===== src/rtl/sap_control_sequencer.sv =====
// ============================================================================
// Module  : sap_control_sequencer
// Purpose : Microprogrammed control unit for the SAP-BR 8-bit CPU. Steps the
//           fetch (T1-T3) and execute (T4-T6) T-states, decodes the IR
//           opcode and drives the active-low W-bus load/output enables.
//           Optional single-step support is compiled in when the macro
//           SAP_SINGLE_STEP_EN is defined.
// Revision: 1.0 - initial release
// ============================================================================
`default_nettype none

module sap_control_sequencer #(
    parameter bit         EARLY_END = 1'b1,
    parameter logic [3:0] OP_LDA    = 4'h0,
    parameter logic [3:0] OP_ADD    = 4'h1,
    parameter logic [3:0] OP_SUB    = 4'h2,
    parameter logic [3:0] OP_OUT    = 4'hE,
    parameter logic [3:0] OP_HLT    = 4'hF
) (
    input  logic       CLOCK,
    input  logic       RESET,
    input  logic [3:0] IR_OPCODE,
`ifdef SAP_SINGLE_STEP_EN
    input  logic       STEP_MODE,
    input  logic       STEP,
`endif
    output logic       PC_INC,
    output logic       _EN_PC_OUT,
    output logic       _EN_MAR_IN,
    output logic       _EN_RAM_OUT,
    output logic       _EN_IR_IN,
    output logic       _EN_IR_OUT,
    output logic       _EN_ACC_IN,
    output logic       _EN_ACC_OUT,
    output logic       _EN_B_IN,
    output logic       ULA_SUB,
    output logic       _EN_ULA_OUT,
    output logic       _EN_OUT_IN,
    output logic       HALT,
    output logic [2:0] T_STATE
);

    // State encoding doubles as the T_STATE value (HALTED reads as 0).
    typedef enum logic [2:0] {
        S_HALTED = 3'd0,
        S_T1     = 3'd1,
        S_T2     = 3'd2,
        S_T3     = 3'd3,
        S_T4     = 3'd4,
        S_T5     = 3'd5,
        S_T6     = 3'd6
    } state_t;

    state_t r_state;
    state_t w_next_state;
    logic   w_advance;

`ifdef SAP_SINGLE_STEP_EN
    logic [1:0] r_step_sync;
    logic       r_step_prev;

    // Synchronise the STEP button and remember its last value for edge detect.
    always_ff @(posedge CLOCK or posedge RESET) begin
        if (RESET) begin
            r_step_sync <= 2'b00;
            r_step_prev <= 1'b0;
        end else begin
            r_step_sync <= {r_step_sync[0], STEP};
            r_step_prev <= r_step_sync[1];
        end
    end

    assign w_advance = ~STEP_MODE | (r_step_sync[1] & ~r_step_prev);
`else
    assign w_advance = 1'b1;
`endif

    // Next-state selection; early return to T1 skips trailing idle microsteps.
    always_comb begin
        w_next_state = S_T1;
        case (r_state)
            S_T1: w_next_state = S_T2;
            S_T2: w_next_state = S_T3;
            S_T3: w_next_state = S_T4;
            S_T4: begin
                if (IR_OPCODE == OP_HLT) begin
                    w_next_state = S_HALTED;
                end else if (IR_OPCODE == OP_LDA || IR_OPCODE == OP_ADD ||
                             IR_OPCODE == OP_SUB) begin
                    w_next_state = S_T5;
                end else begin
                    w_next_state = EARLY_END ? S_T1 : S_T5;
                end
            end
            S_T5: begin
                if (IR_OPCODE == OP_LDA) begin
                    w_next_state = EARLY_END ? S_T1 : S_T6;
                end else begin
                    w_next_state = S_T6;
                end
            end
            S_T6:     w_next_state = S_T1;
            S_HALTED: w_next_state = S_HALTED;
            default:  w_next_state = S_T1;
        endcase
    end

    // State register; HALTED is left only through RESET.
    always_ff @(posedge CLOCK or posedge RESET) begin
        if (RESET) begin
            r_state <= S_T1;
        end else if (w_advance) begin
            r_state <= w_next_state;
        end
    end

    assign HALT    = (r_state == S_HALTED);
    assign T_STATE = r_state;

    // Control word decode; forced idle during RESET and non-stepping cycles
    // so that no datapath register loads and no bus driver is enabled.
    always_comb begin
        PC_INC      = 1'b0;
        _EN_PC_OUT  = 1'b1;
        _EN_MAR_IN  = 1'b1;
        _EN_RAM_OUT = 1'b1;
        _EN_IR_IN   = 1'b1;
        _EN_IR_OUT  = 1'b1;
        _EN_ACC_IN  = 1'b1;
        _EN_ACC_OUT = 1'b1;
        _EN_B_IN    = 1'b1;
        ULA_SUB     = 1'b0;
        _EN_ULA_OUT = 1'b1;
        _EN_OUT_IN  = 1'b1;
        if (!RESET && w_advance) begin
            case (r_state)
                S_T1: begin
                    _EN_PC_OUT = 1'b0;
                    _EN_MAR_IN = 1'b0;
                end
                S_T2: PC_INC = 1'b1;
                S_T3: begin
                    _EN_RAM_OUT = 1'b0;
                    _EN_IR_IN   = 1'b0;
                end
                S_T4: begin
                    if (IR_OPCODE == OP_LDA || IR_OPCODE == OP_ADD ||
                        IR_OPCODE == OP_SUB) begin
                        _EN_IR_OUT = 1'b0;
                        _EN_MAR_IN = 1'b0;
                    end else if (IR_OPCODE == OP_OUT) begin
                        _EN_ACC_OUT = 1'b0;
                        _EN_OUT_IN  = 1'b0;
                    end
                end
                S_T5: begin
                    if (IR_OPCODE == OP_LDA) begin
                        _EN_RAM_OUT = 1'b0;
                        _EN_ACC_IN  = 1'b0;
                    end else if (IR_OPCODE == OP_ADD || IR_OPCODE == OP_SUB) begin
                        _EN_RAM_OUT = 1'b0;
                        _EN_B_IN    = 1'b0;
                        ULA_SUB     = (IR_OPCODE == OP_SUB);
                    end
                end
                S_T6: begin
                    if (IR_OPCODE == OP_ADD || IR_OPCODE == OP_SUB) begin
                        _EN_ULA_OUT = 1'b0;
                        _EN_ACC_IN  = 1'b0;
                        ULA_SUB     = (IR_OPCODE == OP_SUB);
                    end
                end
                default: ;
            endcase
        end
    end

endmodule

`default_nettype wire

===== config.mk =====
export PLATFORM = sky130hd
export DESIGN_NAME = sap_control_sequencer
export DESIGN_NICKNAME = d
export VERILOG_FILES = /design/src/rtl/sap_control_sequencer.sv
export SDC_FILE = /design/constraint.sdc
export NUM_CORES = 1
export LEC_CHECK = 0
export CAP_MARGIN = 10
export CORE_AREA = 2 2 39 41
export CTS_CLUSTER_DIAMETER = 30
export DETAILED_ROUTE_END_ITERATION = 6
export DIE_AREA = 0 0 41 43
export PLACE_DENSITY = 0.67
export SLEW_MARGIN = 20
export SYNTH_ARGS = -nofsm -noshare
export SYNTH_HDL_FRONTEND = slang
export SYNTH_SLANG_ARGS = --single-unit

===== constraint.sdc =====
create_clock -name CLOCK -period 2.4 [get_ports CLOCK]
set_clock_uncertainty 0.1 [all_clocks]
set_input_delay 0.48 -clock CLOCK [delete_from_list [all_inputs] [get_ports CLOCK]]
set_output_delay 0.48 -clock CLOCK [all_outputs]
set_load 0.02 [all_outputs]

==> results.toml <==
[critical_path]
crit_type = "primary input to output port"
critPathCaptureType = "output port"
timing.rr.end = "T_STATE[0]"
startpoint_type = "primary input"
critical_path.max_fanout = 3
rr_startpoint = "T_STATE[0]"
worstSetupStartpoint = "IR_OPCODE[0]"
critical_path_required_ns = 1.82
cp.arrival_ns = 1.80
worstRegToRegCells = 4
timing.reg2reg.setup_slack_ns = 1.09
endpoint = "_EN_MAR_IN"

[cells_and_area]
largest_reg_flops = 3
area_growth_pct = 94.4
drive_gt1_frac = 0.395
nNetsFinal = 93
final_common_cell = "buf_4"
final_cell_mix = "buf_4, clkdlybuf4s50_1, buf_2, nand2_1, nor2_1"
finalNonFillerCells = 102
fin_util = 0.473
final_cell_area_um2 = 654
antenna_cells = 0

[cts]
cts.clk_slew.worst_paths_ns = 0.04
cts_max_level = 1
cts_made_buffers = 3
clkSinkCount = 3
cts_tree = "built"
root_buffer = "clkbuf_4"
insertion_delay_ns = 0.24
post_cts_buffers = 0
cts.path.max_buffers = 2

[sta]
worstMarginPinSlew_ns = 0.231
max_clock_freq_mhz = 421
drv_slew = 0
fin_setup_tns_ns = 0
holdWs_ns = 0.160
hold_viol = 0
min_period_ns = 2.38
setup-violations-final = 0
period_share = 0.990
slew_headroom = 0.845
rsz0062_at_grt = "true"
setup_slack_ns = 0.0241

[floorplanning]
initial_core_util = 0.243
die_w_um = 41
design.die.area_mm2 = 0.00176
rows = 14
ioPinCount = 22
core_mm2 = 0.00138
dieHeight_um = 43

[pwr]
peakVddDrop_uv = 418
powerDensity_mw_per_mm2 = 1030
leakage_nw = 0.289
fin_total_pwr_mw = 0.673

[drt]
drt_first_iter_violations = 8
ant_nets = 0
wl_per_cell_um = 10.9
drc = 0
first_pass_iters = 4
via_per_inst = 4.69
vias = 478
drt_wl_total_um = 1110

[logic_synthesis]
syn_nets = 56
synth_cells = 50
syn_area_um2 = 337
synth_area_per_cell_um2 = 6.73
synth_cell_types = 24
synth-seq-cells = 3
ys_seq_area_frac = 0.227
yosys_warnings = 0

[outcome]
status = "complete, no violations"

[hold_path]
hold_path.class = "primary input to asynchronous set/reset pin"

[placement]
hpwl_um = 863
place_area_um2 = 657
io_buffer_count = 21
placed_cells = 98
gp_congestion = 0.788
place_ws_ns = -0.619

[global_route]
grt_max_degree = 9
grt_pass1_vias = 457
grt-ovfl-total = 0
grt_first_pass_wirelength_um = 1860
grtUsageTotal = 0.154
grt_antenna_before_repair = 0

[flow_run]
cap_violations = 0
-- layout make-up --
| class | count | area [um2] |
|---|---|---|
| Timing Repair Buffer | 35 | 273 |
| Fill cell | 147 | 729 |
| Inverter | 2 | 7.51 |
| Tap cell | 16 | 20.0 |
| Multi-Input combinational cell | 42 | 251 |
| Clock buffer | 4 | 26.3 |
| Sequential cell | 3 | 76.3 |
-- logic make-up after synthesis --
logic type / after synthesis / synth area share
and+or+nand+nor: 32 / 0.513
AOI/OAI and AO/OA: 9 / 0.164
buffers and inverters: 5 / 0.0669
DFF: 3 / 0.227
muxes: 1 / 0.0297
-- worst max-delay path: stages --
cell	delay, ns
clkdlybuf4s50_1	0.45
and2_1	0.21
or3_1	0.34
a21o_1	0.19
buf_6	0.13
-- worst min-delay path by stage --
stage | endpoint | slack (ns)
3_3_place_gp | T_STATE[1] | 0.49
6_report | T_STATE[2] | 0.16
3_5_place_dp | T_STATE[1] | 0.50
5_1_grt | T_STATE[2] | 0.18
2_1_floorplan | T_STATE[1] | 0.13
4_1_cts | T_STATE[2] | 0.16
-- cell usage after synthesis --
master / number / share of area
a21o_1: 1 / 0.022
a21oi_1: 2 / 0.030
a22oi_1: 1 / 0.022
and2_1: 2 / 0.037
and3_1: 1 / 0.019
buf_4: 1 / 0.022
clkbuf_1: 2 / 0.022
dfrtp_1: 2 / 0.15
dfstp_2: 1 / 0.078
inv_1: 2 / 0.022
mux2i_1: 1 / 0.030
nand2_1: 6 / 0.067
nand2b_1: 3 / 0.056
nand3_1: 2 / 0.030
nand4_1: 2 / 0.037
nor2_1: 5 / 0.056
nor2b_1: 2 / 0.037
nor3_1: 5 / 0.074
nor3b_1: 1 / 0.022
o21ai_0: 3 / 0.045
o21bai_1: 1 / 0.022
o31ai_1: 1 / 0.022
or3_1: 2 / 0.037
or4b_4: 1 / 0.041
-- layer usage --
metal  share of wire  global-route usage  wire, um  up-vias
met5               0                   0         0        -
met3           0.038              0.0314        42        0
met2            0.51               0.222       569       11
met4               0              0.0800         0        0
li1                -                   -         -      247
met1            0.45               0.208       498      220
-- timing repair --
action                                  CTS  global route
endpoints found under the hold margin     0             0
cloned                                    0             0
pin swaps                                 3             1
resized for setup                        49             4
endpoints found under the setup margin   12             5
hold buffers                              0             0
-- where the power goes --
part / switching [mW] / internal, mW / leakage [nW]
combinational: 0.247 / 0.224 / 0.239
clock: 0.0306 / 0.0626 / 0.0150
sequential: 0.0257 / 0.0835 / 0.0357
Note: power is estimated with default switching activity, not from simulation.
